File: src/rtl/serial_magnitude_comparator_if.sv
// Digit-input and frame-result handshakes of the serial magnitude comparator.
// The master side feeds digit pairs and accepts results; the slave side is the comparator.
interface serial_magnitude_comparator_if;
  logic       in_valid;
  logic       in_ready;
  logic [1:0] A;
  logic [1:0] B;
  logic       res_valid;
  logic       res_ready;
  logic       res_eq;
  logic       res_gt;
  logic       res_lt;

  modport master (
    output in_valid, A, B, res_ready,
    input  in_ready, res_valid, res_eq, res_gt, res_lt
  );

  modport slave (
    input  in_valid, A, B, res_ready,
    output in_ready, res_valid, res_eq, res_gt, res_lt
  );
endinterface

File: src/rtl/serial_magnitude_comparator.sv
// Compares two DIGITS-digit base-4 words fed MSB-first, one digit pair per beat, and
// reports eq/gt/lt per frame; also counts equal frames, saturating.
module serial_magnitude_comparator #(
  parameter int DIGITS = 4,
  parameter int CNT_W  = 8
) (
  input  logic                        clk,
  input  logic                        rst,
  serial_magnitude_comparator_if.slave bus,
  output logic [CNT_W-1:0]            eq_count
);

  localparam int IDX_W = (DIGITS > 1) ? $clog2(DIGITS) : 1;
  localparam logic [IDX_W-1:0] LAST_IDX = IDX_W'(DIGITS - 1);
  localparam logic [CNT_W-1:0] CNT_MAX  = '1;

  typedef enum logic {ACCUM, HOLD} state_t;

  state_t           state;
  logic [IDX_W-1:0] dig_cnt;
  logic             decided;
  logic             gt_flag;
  logic             decided_nxt;
  logic             gt_nxt;

  // The first differing digit (MSB-first) fixes the outcome; later digits cannot change it.
  always_comb begin
    decided_nxt = decided;
    gt_nxt      = gt_flag;
    if (!decided && (bus.A != bus.B)) begin
      decided_nxt = 1'b1;
      gt_nxt      = (bus.A > bus.B);
    end
  end

  assign bus.in_ready = (state == ACCUM) && !rst;

  // NOTE: every register here is updated with <= so all state moves together on the edge,
  // and the asynchronous reset sits in the sensitivity list so it acts without a clock.
  always_ff @(posedge clk or posedge rst) begin
    if (rst) begin
      state         <= ACCUM;
      dig_cnt       <= '0;
      decided       <= 1'b0;
      gt_flag       <= 1'b0;
      bus.res_valid <= 1'b0;
      bus.res_eq    <= 1'b0;
      bus.res_gt    <= 1'b0;
      bus.res_lt    <= 1'b0;
      eq_count      <= '0;
    end else begin
      case (state)
        ACCUM: begin
          if (bus.in_valid) begin
            decided <= decided_nxt;
            gt_flag <= gt_nxt;
            if (dig_cnt == LAST_IDX) begin
              state         <= HOLD;
              bus.res_valid <= 1'b1;
              bus.res_eq    <= !decided_nxt;
              bus.res_gt    <= decided_nxt && gt_nxt;
              bus.res_lt    <= decided_nxt && !gt_nxt;
              if (!decided_nxt && (eq_count != CNT_MAX)) eq_count <= eq_count + 1'b1;
            end else begin
              dig_cnt <= dig_cnt + 1'b1;
            end
          end
        end
        HOLD: begin
          if (bus.res_ready) begin
            state         <= ACCUM;
            dig_cnt       <= '0;
            decided       <= 1'b0;
            gt_flag       <= 1'b0;
            bus.res_valid <= 1'b0;
            bus.res_eq    <= 1'b0;
            bus.res_gt    <= 1'b0;
            bus.res_lt    <= 1'b0;
          end
        end
        default: state <= ACCUM;
      endcase
    end
  end

endmodule

File: src/flat_wrapper.sv
// flat-port wrapper written by rule: the top's interface ports become plain ports
module serial_magnitude_comparator_flat 
#(
  parameter int DIGITS = 4,
  parameter int CNT_W  = 8
)
  (clk, rst, eq_count, bus_in_valid, bus_A, bus_B, bus_res_ready, bus_in_ready, bus_res_valid, bus_res_eq, bus_res_gt, bus_res_lt);
  serial_magnitude_comparator_if bus_i ();
  input  logic clk;
  input  logic rst;
  output logic [CNT_W-1:0] eq_count;
  input wire logic [$bits(bus_i.in_valid)-1:0] bus_in_valid;
  input wire logic [$bits(bus_i.A)-1:0] bus_A;
  input wire logic [$bits(bus_i.B)-1:0] bus_B;
  input wire logic [$bits(bus_i.res_ready)-1:0] bus_res_ready;
  output wire logic [$bits(bus_i.in_ready)-1:0] bus_in_ready;
  output wire logic [$bits(bus_i.res_valid)-1:0] bus_res_valid;
  output wire logic [$bits(bus_i.res_eq)-1:0] bus_res_eq;
  output wire logic [$bits(bus_i.res_gt)-1:0] bus_res_gt;
  output wire logic [$bits(bus_i.res_lt)-1:0] bus_res_lt;
  assign bus_i.in_valid = bus_in_valid;
  assign bus_i.A = bus_A;
  assign bus_i.B = bus_B;
  assign bus_i.res_ready = bus_res_ready;
  assign bus_in_ready = bus_i.in_ready;
  assign bus_res_valid = bus_i.res_valid;
  assign bus_res_eq = bus_i.res_eq;
  assign bus_res_gt = bus_i.res_gt;
  assign bus_res_lt = bus_i.res_lt;
  serial_magnitude_comparator #(.DIGITS(DIGITS), .CNT_W(CNT_W)) u_core (.clk(clk), .rst(rst), .bus(bus_i), .eq_count(eq_count));
endmodule
File: config.mk
export PLATFORM = sky130hd
export DESIGN_NAME = serial_magnitude_comparator_flat
export DESIGN_NICKNAME = d
export VERILOG_FILES = /design/src/rtl/serial_magnitude_comparator_if.sv /design/src/rtl/serial_magnitude_comparator.sv /design/src/flat_wrapper.sv
export SDC_FILE = /design/constraint.sdc
export NUM_CORES = 1
export LEC_CHECK = 0
export ABC_AREA = 1
export BUFFER_PORTS_ARGS = -buffer_cell sky130_fd_sc_hd__buf_2
export CORE_MARGIN = 3
export CORE_UTILIZATION = 47
export CTS_CLUSTER_SIZE = 14
export DETAILED_ROUTE_END_ITERATION = 16
export PLACE_DENSITY = 0.73
export SYNTH_ARGS = -nofsm -noshare
export SYNTH_HDL_FRONTEND = slang
export SYNTH_SLANG_ARGS = --single-unit
File: constraint.sdc
create_clock -name clk -period 1.25 [get_ports clk]
set_input_delay 0.0625 -clock clk [delete_from_list [all_inputs] [get_ports clk]]
set_output_delay 0.0625 -clock clk [all_outputs]
set_load 0.01 [all_outputs]
# Yosys cells after proc, flatten, opt, wreduce, memory -nomap -nowiden
# Index checks and enable logic that the tools add are counted.
[word_totals] output_inout_bits=13 ff_bits=17
[op_classes] bitwise=1 magnitude_cmp=1 eq_ne=7 n_addsub=2 n_reduce_logical=13 mux=27
[ops] operator="2-to-1 mux 1 bit" count=16
[ops] operator="one-hot mux 1 bit (2 select lines)" count=7
[ops] operator="adder 8 x 1 -> 8 bit (second input constant)" count=1
[ops] operator="inequality test 2 bit (second input constant)" count=4
[ops] operator="inequality test 8 bit (second input constant)" count=1
[ops] operator="2-to-1 mux 2 bit" count=3
[ops] operator="AND reduction 3 bit" count=2
[ops] operator="logical AND 1 bit" count=5
[ops] operator="logical NOT 1 bit" count=4
[ops] operator="one-hot mux 2 bit (2 select lines)" count=1
[ops] operator="AND reduction 4 bit" count=1
[ops] operator="adder 2 x 1 -> 2 bit (second input constant)" count=1
[ops] operator="equality test 2 bit (second input constant)" count=1
[ops] operator="greater-than comparator 2 bit" count=1
[ops] operator="inequality test 2 bit" count=1
[ops] operator="AND reduction 2 bit" count=1
[ops] operator="inverter 1 bit" count=1

# Logic depth before layout (Yosys ltp)
# Gate-level depths: netlist of run 1.
[depth] word_depth=8 ltp_mapped=9 depth_no_buf=9

# Worst setup path after synthesis of run 1
# OpenSTA, ideal clock, no wires.
[synth_timing] path_type="reg2reg" startpoint="register u_core.eq_count[0]" endpoint="register u_core.eq_count[2]" required_time_ns=1.127 arrival_time_ns=1.130 setup_ns=0.123 slack_ns=-0.003 n_path_buf=0 path_stages_with_launch=8 cell_sequence="dfrtp_1 -> ha_1 -> nand3_2 -> clkinv_1 -> nand2_2 -> nand2_4 -> nand2_1 -> o21ai_1"
[synth_between] elab_chain_len=3 elab_cells_between_ends=4 cone_classes="1 x add/sub; 1 x eq/ne; 2 x reduce/logical"
[synth_lines] element="start, declared" line_no="serial_magnitude_comparator.sv:10" text="output logic [CNT_W-1:0] eq_count"
[synth_lines] element="start signal, assigned" line_no="serial_magnitude_comparator.sv:63" text="if (!decided_nxt && (eq_count != CNT_MAX)) eq_count <= eq_count + 1'b1;"
[synth_lines] element="branches (longest 3 deep; another with adder 8 x 1 -> 8 bit)"
# Parallel ways; which one is timed is not known.
# A chain may end at the register's enable or synchronous reset.

# Worst setup path in the final report of run 1
[layout_timing] startpoint="register u_core.eq_count[1]" endpoint="register u_core.eq_count[6]"
# The elaborated chain is that of the path after synthesis.

==> results of run 1 <==
## per-stage QoR
step                setup slack, ps  cell area, µm²
finish                         64.3            1260
global route                  -20.3            1260
CTS                            8.17            1170
detailed placement             5.19            1140
global placement               18.1            1140
floorplan                      6.38             960
## what timing repair did
| item | CTS | global route |
|---|---|---|
| cloned | 0 | 1 |
| pin swaps | 0 | 6 |
| resized for setup | 1 | 19 |
| setup endpoints to repair | 1 | 11 |
| hold buffers | 1 | 0 |
| setup buffers | 0 | 0 |
| endpoints found under the hold margin | 17 | 0 |
## placed cells by master (no fill, tap or decap), types with 2 or more instances in the layout
cell	count
buf_4	6
o21ai_0	6
nor2_1	10
nand3_2	2
nand2_4	2
buf_2	20
nand3_1	3
nor2_4	2
inv_1	18
nand2_2	6
dfrtp_1	15
ha_1	2
nand2_1	50
ha_4	2
dfrtp_2	2
nor2_2	2
clkbuf_4	3
## power breakdown
| group | internal (mW) | switching (mW) | leakage (nW) | total [mW] |
|---|---|---|---|---|
| sequential | 0.701 | 0.121 | 0.221 | 0.821 |
| clock | 0.124 | 0.178 | 0.0150 | 0.303 |
| combinational | 0.299 | 0.384 | 0.442 | 0.683 |
## flip-flops by register name, indices dropped and copies added, names as in the netlist
name,cells
u_core.state,1
u_core.bus.res_valid,1
u_core.decided,1
u_core.bus.res_eq,1
u_core.bus.res_lt,1
u_core.bus.res_gt,1
u_core.dig_cnt,2
u_core.eq_count,8
u_core.gt_flag,1
## metal layers
metal | GRT usage | wire [µm] | share of wire | up-vias
met5 | 0 | 0 | 0 | -
met4 | 0.0942 | 43 | 0.021 | 0
met3 | 0.0379 | 77 | 0.038 | 5
met2 | 0.292 | 953 | 0.47 | 20
met1 | 0.235 | 974 | 0.48 | 424
li1 | - | - | - | 464
## kinds of logic (layout without fill, tap and decap cells)
logic type,Yosys count,in the layout,synth area share
simple gates,77,78,0.339
xor+xnor,3,3,0.0275
buf+inv,20,51,0.0837
flops,17,17,0.444
compound gates,10,10,0.0536
fa+ha+maj,4,4,0.0523
## path summary, 6_finish.rpt
check,startpoint,to,slack [ps],cells past startpoint
max,u_core.eq_count[1]$_DFFE_PP0P_,u_core.eq_count[6]$_DFFE_PP0P_,60,8
min,bus_res_ready,u_core.state$_DFF_PP0_,30,4
max reg2reg,u_core.eq_count[1]$_DFFE_PP0P_,u_core.eq_count[6]$_DFFE_PP0P_,60,8
min reg2reg,u_core.bus.res_valid$_DFFE_PP0P_,u_core.bus.res_valid$_DFFE_PP0P_,480,2
max in group asynchronous,rst,u_core.eq_count[3]$_DFFE_PP0P_,730,4
min in group asynchronous,rst,u_core.eq_count[1]$_DFFE_PP0P_,320,4
## cell type report
class                      instances  area (µm²)
multi-input combinational         95         537
clock buffer                       4        26.3
sequential                        17         428
tap                               25        31.3
fill                             167         561
inverter                          20        82.6
timing repair buffer              27         155
## critical path: cells and delay by family (launching register included)
| family | cells | cell delay, ps |
|---|---|---|
| buffers and inverters | 2 | 130 |
| AND/OR/NAND/NOR | 5 | 380 |
| adder cells (fa/ha/maj) | 1 | 170 |
| flip-flops | 1 | 410 |
==> impl_metrics.ini, run 1 <==
[logic_synthesis]
synth_area_leader_cell = dfrtp_1
postSynthAreaPerCell_um2 = 7.31
post-synth-top-count-cell = nand2_1
syn-num-nets = 143
yosys.area.top_type_share = 0.444
synth_common_cells = nand2_1, inv_1, dfrtp_1
seq_area_frac_synth = 0.444
ys_warn_count = 0
synth-edff-count = 0
synth-main-ff-cell = dfrtp_1
netlist_instances = 131
synthTopCellsByArea = dfrtp_1, nand2_1, inv_1, ha_1, nor2_1
ys_types = 18
synthArstFlopShare = 1.00
ys_ff_latch = 17
synth.cell_area_um2 = 957

[route]
detail_route.drc_violations = 0
drt_first_pass_iters = 4
wl_mm = 2.05
drtAntennaViolNets = 0
wl_per_cell_um = 10.9
via_count = 913
avgViaCountPerCell = 4.86
drt_iter0_markers = 23

[final_layout]
fin_util = 0.692
drive_gt1_frac = 0.319
fin_nets = 176
syn2layout_area_growth_pct = 31.6
n_antenna_cell = 0
instances_no_fill = 188

[grt]
grt_pass1_wl_mm = 3.53
globalRouteOverflowTotal = 0
grt_max_degree = 18
grt_usage = 0.184
grt_pass1_vias = 839
antenna_found_initial = 0

[sta]
holdWs_ps = 25.0
slew-limit-headroom = 0.828
drv_slew = 0
fin_setup_tns_ps = 0
grt_setup_unrepaired = true
period_needed_ps = 1190
final_hold_viol_count = 0
period_share = 0.949
fmax_ghz = 0.843
fin_worst_skew_ps = 0.866
worst_pin_slew_ps = 258
setup_viol = 0

[clock_tree]
htreeDepth = 1
tritoncts = yes
clock_tree.root_cell = clkbuf_4
cts.sinks = 17
cts.clk_slew.worst_paths_ps = 100
clock_latency_ps = 290
cts_buffers = 3
cts_buffer_depth = 2

[worst_hold_path]
hp-class = input port to flop

[power]
p_leak_nw = 0.678
vdd_drop_max_mv = 1.03
p_total_mw = 1.81
p_per_area_nw_per_um2 = 1430

[setup_path]
slowest_stage = dfrtp_1
critical_path_required_ps = 1450
setup.worst_path.start_class = flop
critical_path.max_stage_delay_ps = 410
path_cells = ha_4 -> nand3_4 -> inv_4 -> nand2_4 -> nand2_4 -> inv_6 -> nand2_2 -> nand2_2
worstSetupEndpointType = flop
critPathMaxFanout = 7
crit_type = flop to flop
critical_path_arrival_ps = 1380

[placement]
hpwl_mm = 1.49
port_buffers = 20
dp_cells = 182
routabilityCongestion = 0.782

[floorplanning]
ios = 21
core_um2 = 1820
num_rows = 15
die_x_um = 51.1
dieArea_um2 = 2610
die_h_um = 51.1
initial_utilization = 0.526

[run_status]
outcome = finished, final reports clean

[job]
drv_cap = 0
No activity file was read; power rests on OpenSTA's default activity.
==> run 2: changes to the inputs <==
CORE_UTILIZATION = 52   (was 47)
PLACE_DENSITY = 0.77   (was 0.73)
clock period = 1.2 ns   (was 1.25 ns; I/O delays follow)
==> impl_metrics.ini, run 2 (synthesis gave the netlist of run 1 again) <==
[setup_path]
critical_path.max_stage_delay_ps = 410
path_cells = ha_4 -> nand3_4 -> nor2_4 -> nand2_8 -> inv_8 -> nand2_2 -> nand2_1
cp_top_family = simple AND/OR/NAND/NOR gates
critPathMaxFanout = 7
crit_type = flop to flop
path_buf_inv = 1
setup.worst_path.start_class = flop
slowest_stage = dfrtp_1
worstSetupEndpointType = flop
r2r_slack_ps = -9
critical_path_arrival_ps = 1440
critical_path_required_ps = 1430

[grt]
grt_usage = 0.194
antenna_found_initial = 0
grt_pass1_wl_mm = 3.71
globalRouteOverflowTotal = 0
grt_max_degree = 18
grt_pass1_vias = 880

[final_layout]
largestRegisters = u_core.eq_count (8), u_core.dig_cnt (2)
top_register = u_core.eq_count
fin_nets = 180
final_design_area_no_fill_um2 = 1330
drive_gt1_frac = 0.335
final_cell_mix = nand2_1, buf_2, inv_1
syn2layout_area_growth_pct = 39.3
mostFrequentLayoutCell = nand2_1
largest_register_ffs = 8
n_antenna_cell = 0

[sta]
setup_viol = 5
setup_slack_ps = -8.97
fin_worst_skew_ps = 3.95
final_hold_viol_count = 0
worst_pin_slew_ps = 285
drv_slew = 0
fmax_ghz = 0.827
period_needed_ps = 1210
slew-limit-headroom = 0.810
grt_setup_unrepaired = true
period_share = 1.01

[clock_tree]
cts.sinks = 17
clock_tree.root_cell = clkbuf_4
cts.clk_slew.worst_paths_ps = 100
tritoncts = yes
cts_buffer_depth = 2
htreeDepth = 1
cts_buffers = 3
clock_latency_ps = 290

[floorplanning]
dieArea_um2 = 2390
core_um2 = 1610
num_rows = 14
initial_utilization = 0.594
die_h_um = 48.9
die_x_um = 48.9
ios = 21

[placement]
post_dp_cell_area_um2 = 1150
port_buffers = 20
routabilityCongestion = 0.788
hpwl_mm = 1.47
place_ws_ps = -40.2

[route]
via_count = 930
drt_iter0_markers = 16
drt_first_pass_iters = 4
wl_mm = 2.14
avgViaCountPerCell = 4.87
drtAntennaViolNets = 0
wl_per_cell_um = 11.2
detail_route.drc_violations = 0

[job]
drv_cap = 0

[run_status]
outcome = finished, violations left
violations = negative setup slack

[power]
p_per_area_nw_per_um2 = 1460
p_leak_nw = 0.707
vdd_drop_max_mv = 1.58

[worst_hold_path]
hp-class = input port to flop
## run 2: cell count changes in the layout (fill, tap and decap cells not counted), moves of 2 or more
cell     change
buf_4        +4
nand2_2      -3
nand2_8      +2
o21ai_0      -2
o21ai_1      +2
## run 2: worst paths after layout
check                                                       from                                to  cells after the start
worst max-delay path               u_core.dig_cnt[0]$_DFFE_PP0P_    u_core.eq_count[6]$_DFFE_PP0P_                      7
worst min-delay path                               bus_res_ready            u_core.state$_DFF_PP0_                      4
worst max register to register     u_core.dig_cnt[0]$_DFFE_PP0P_    u_core.eq_count[6]$_DFFE_PP0P_                      7
worst min register to register  u_core.bus.res_valid$_DFFE_PP0P_  u_core.bus.res_valid$_DFFE_PP0P_                      2
max in group asynchronous                                    rst            u_core.state$_DFF_PP0_                      4
min in group asynchronous                                    rst    u_core.eq_count[0]$_DFFE_PP0P_                      4
## run 2: power by group
group	leakage, nW	internal (mW)	switching, mW
Clock	0.0150	0.129	0.183
Combinational	0.471	0.343	0.425
Sequential	0.221	0.732	0.139
## run 2: area by class of cell
type                    instances  area [µm²]
multi-input cells              95         577
clock buffers                   4        26.3
inverters                      20        87.6
fillers                       107         278
flip-flops and latches         17         428
well taps                      24        30.0
repair buffers                 31         185
## run 2: stage by stage
| stage | setup TNS [ps] | instances | hold slack [ps] | utilization | power, mW |
|---|---|---|---|---|---|
| 3_3_place_gp | -7.84 | 181 | 86.4 | 0.716 | 1.48 |
| 4_1_cts | 0 | 190 | 18.3 | 0.782 | 1.89 |
| 3_5_place_dp | -211 | 181 | 91.3 | 0.716 | 1.50 |
| 6_report | -22.5 | 191 | 41.6 | 0.828 | 1.95 |
| 2_1_floorplan | 0 | 131 | -13.9 | - | 1.27 |
| 5_1_grt | -612 | 191 | 45.1 | 0.828 | 2.11 |
## run 2: layer usage
metal	vias to the layer above	part of all wire	track usage
met5	-	0	0
met4	0	0.014	0.0758
met3	4	0.068	0.0428
met2	40	0.47	0.314
met1	411	0.45	0.251
li1	475	-	-
## run 2: what timing repair did
item                                    4_1_cts  5_1_grt
resized for setup                             8       18
pin swaps                                     4        6
gates cloned                                  1        0
setup buffers                                 3        1
hold endpoints to repair                     17        0
endpoints found under the setup margin       12       12
hold buffers                                  1        0
## run 2: worst reg2reg max path: stages (launching register included)
cell and delay, ps:
dfrtp_1 410, ha_4 190, nand3_4 90, nor2_4 180, nand2_8 90, inv_8 90, nand2_2 40, nand2_1 60
==> run 3: changes to the inputs <==
ABC_AREA = 0   (was 1)
CORE_UTILIZATION = 51   (was 52)
PLACE_DENSITY = 0.76   (was 0.77)
==> impl_metrics.ini, run 3 <==
[setup_path]
rr_worst_depth = 6
crit_type = flop to flop
critical_path_arrival_ps = 1960
critical_path_required_ps = 1420
crit_path_start = u_core.dig_cnt[1]$_DFFE_PP0P_
worstSetupEndpointType = flop
r2r_slack_ps = -540
reg2reg_to = u_core.eq_count[5]$_DFFE_PP0P_
setup.worst_path.start_class = flop
critPathMaxFanout = 3
rr_startpoint = u_core.dig_cnt[1]$_DFFE_PP0P_

[route]
drtAntennaViolNets = 0
via_count = 944
wl_mm = 3.18
avgViaCountPerCell = 5.94
wl_per_cell_um = 20.0
drt_first_pass_iters = 4
drt_iter0_markers = 40
detail_route.drc_violations = 0

[placement]
port_buffers = 20
routabilityCongestion = 0.812
hpwl_mm = 1.67

[final_layout]
fillCellCount = 60
mostFrequentLayoutCell = buf_4
drive_gt1_frac = 0.559
largest_register_ffs = 8
fin_nets = 156
top_register = u_core.eq_count
multiInputGateArea_um2 = 548
syn2layout_area_growth_pct = 62.0
seq_area_um2 = 425
final_cell_mix = buf_4, buf_2, dfrtp_1
n_antenna_cell = 0
largestRegisters = u_core.eq_count (8), u_core.dig_cnt (2)

[floorplanning]
core_um2 = 1580
ios = 21
num_rows = 14
die_h_um = 47.7
initial_utilization = 0.562
die_x_um = 47.7
dieArea_um2 = 2270

[logic_synthesis]
ys_warn_count = 0
yosys.area.top_type_share = 0.480
synth_common_cells = dfrtp_1, nand2_1, inv_1, nor2_1, nand3_1
synth.cell_area_um2 = 886
synth-edff-count = 0
seq_area_frac_synth = 0.480
post-synth-top-count-cell = dfrtp_1
syn-num-nets = 98
synthArstFlopShare = 1.00
ys_types = 29
synth-main-ff-cell = dfrtp_1
postSynthAreaPerCell_um2 = 10.3
ys_ff_latch = 17
synthTopCellsByArea = dfrtp_1, ha_1, nand2_1, a32o_1, inv_1
synth_area_leader_cell = dfrtp_1
netlist_instances = 86

[sta]
period_share = 1.45
setup_viol = 16
fmax_ghz = 0.574
slew-limit-headroom = 0.772
period_needed_ps = 1740
worst_pin_slew_ps = 338
grt_setup_unrepaired = true
setup_slack_ps = -541
final_hold_viol_count = 0
drv_slew = 0
fin_worst_skew_ps = 9.88
holdWs_ps = 73.9

[run_status]
outcome = finished, violations left
violations = negative setup slack

[clock_tree]
cts.clk_slew.worst_paths_ps = 110
cts.sinks = 17
clock_tree.root_cell = clkbuf_4
clock_latency_ps = 300
htreeDepth = 1
cts_buffers = 3
tritoncts = yes
cts_buffer_depth = 2

[worst_hold_path]
holdCritStartpoint = bus_res_ready
hold_path_end = u_core.decided$_DFFE_PP0P_
hp-class = input port to flop
min_path_cells = 3

[power]
p_total_mw = 2.13
p_per_area_nw_per_um2 = 1480
vdd_drop_max_mv = 1.43
p_leak_nw = 0.791

[grt]
grt_pass1_wl_mm = 3.96
grt_usage = 0.258
globalRouteOverflowTotal = 0
antenna_found_initial = 0
grt_pass1_vias = 865
grt_max_degree = 18

[job]
drv_cap = 0
run 3: cell count changes after synthesis, sizes merged, moves of 3 or more:
| cell | before | now |
|---|---|---|
| a21oi | 1 | 4 |
| nand2 | 57 | 11 |
| nor2 | 14 | 7 |
| mux2 | 0 | 3 |
| inv | 19 | 7 |
| a32o | 0 | 3 |
| o21ai | 8 | 4 |
run 3: timing repair:
| item | 4_1_cts | 5_1_grt |
|---|---|---|
| endpoints found under the setup margin | 13 | 15 |
| resized for setup | 16 | 17 |
| pin swaps | 8 | 4 |
| hold buffers | 1 | 0 |
| setup buffers | 4 | 5 |
| endpoints found under the hold margin | 17 | 0 |
run 3: cells by family after synthesis:
| kind of cell | count (synthesis) | share of synthesized area |
|---|---|---|
| multiplexers | 4 | 0.0494 |
| flip-flops | 17 | 0.480 |
| AND/OR/NAND/NOR | 33 | 0.201 |
| AO/OA/AOI/OAI | 16 | 0.131 |
| adder cells (fa/ha/maj) | 4 | 0.0565 |
| XOR/XNOR | 4 | 0.0396 |
| buffers and inverters | 8 | 0.0424 |
run 3: per-layer routing:
| layer | wire, µm | track usage | share of wire | vias to the layer above |
|---|---|---|---|---|
| met1 | 1200 | 0.305 | 0.38 | 461 |
| met5 | 0 | 0 | 0 | - |
| met2 | 1620 | 0.433 | 0.51 | 56 |
| li1 | - | - | - | 415 |
| met3 | 246 | 0.0489 | 0.077 | 12 |
| met4 | 110 | 0.151 | 0.035 | 0 |
run 3: cell type report:
cell class,instances,share of cell area
clock buffer,3,0.0157
clock inverter,1,0.00349
inverter,7,0.0183
multi-input combinational,61,0.382
sequential,17,0.296
tap,16,0.0139
timing repair buffer,54,0.270
run 3: worst max-delay path, stage by stage, from the launching register on:
cell      delay, ps
dfrtp_1         410
ha_4            170
nand3b_4         80
or4_4           460
buf_6           150
a211oi_4        220
xor2_1          170
run 3: through the flow:
step	area [µm²]	std cells	TNS [ps]	util	setup slack (ps)
final	1440	159	-5100	0.910	-541
after global routing	1440	159	-6000	0.910	-586
after CTS	1330	155	-2990	0.843	-471
after detailed placement	1190	146	-3090	0.758	-471
after global placement	1190	146	-2450	0.758	-406
after floorplan	898	86	-2450	-	-466
run 3: worst max path at each step:
stage / end / slack (ps) / depth (start not counted)
after CTS: u_core.eq_count[7]$_DFFE_PP0P_ / -470 / 5
after global placement: u_core.eq_count[7]$_DFFE_PP0P_ / -410 / 5
after detailed placement: u_core.eq_count[7]$_DFFE_PP0P_ / -470 / 5
after global routing: u_core.eq_count[5]$_DFFE_PP0P_ / -590 / 6
after floorplan: u_core.eq_count[7]$_DFFE_PP0P_ / -470 / 5
final: u_core.eq_count[5]$_DFFE_PP0P_ / -540 / 6
run 3: power by group:
group	switching (mW)	total (mW)	internal, mW
clock	0.192	0.316	0.124
combinational	0.507	0.987	0.480
sequential	0.111	0.824	0.713
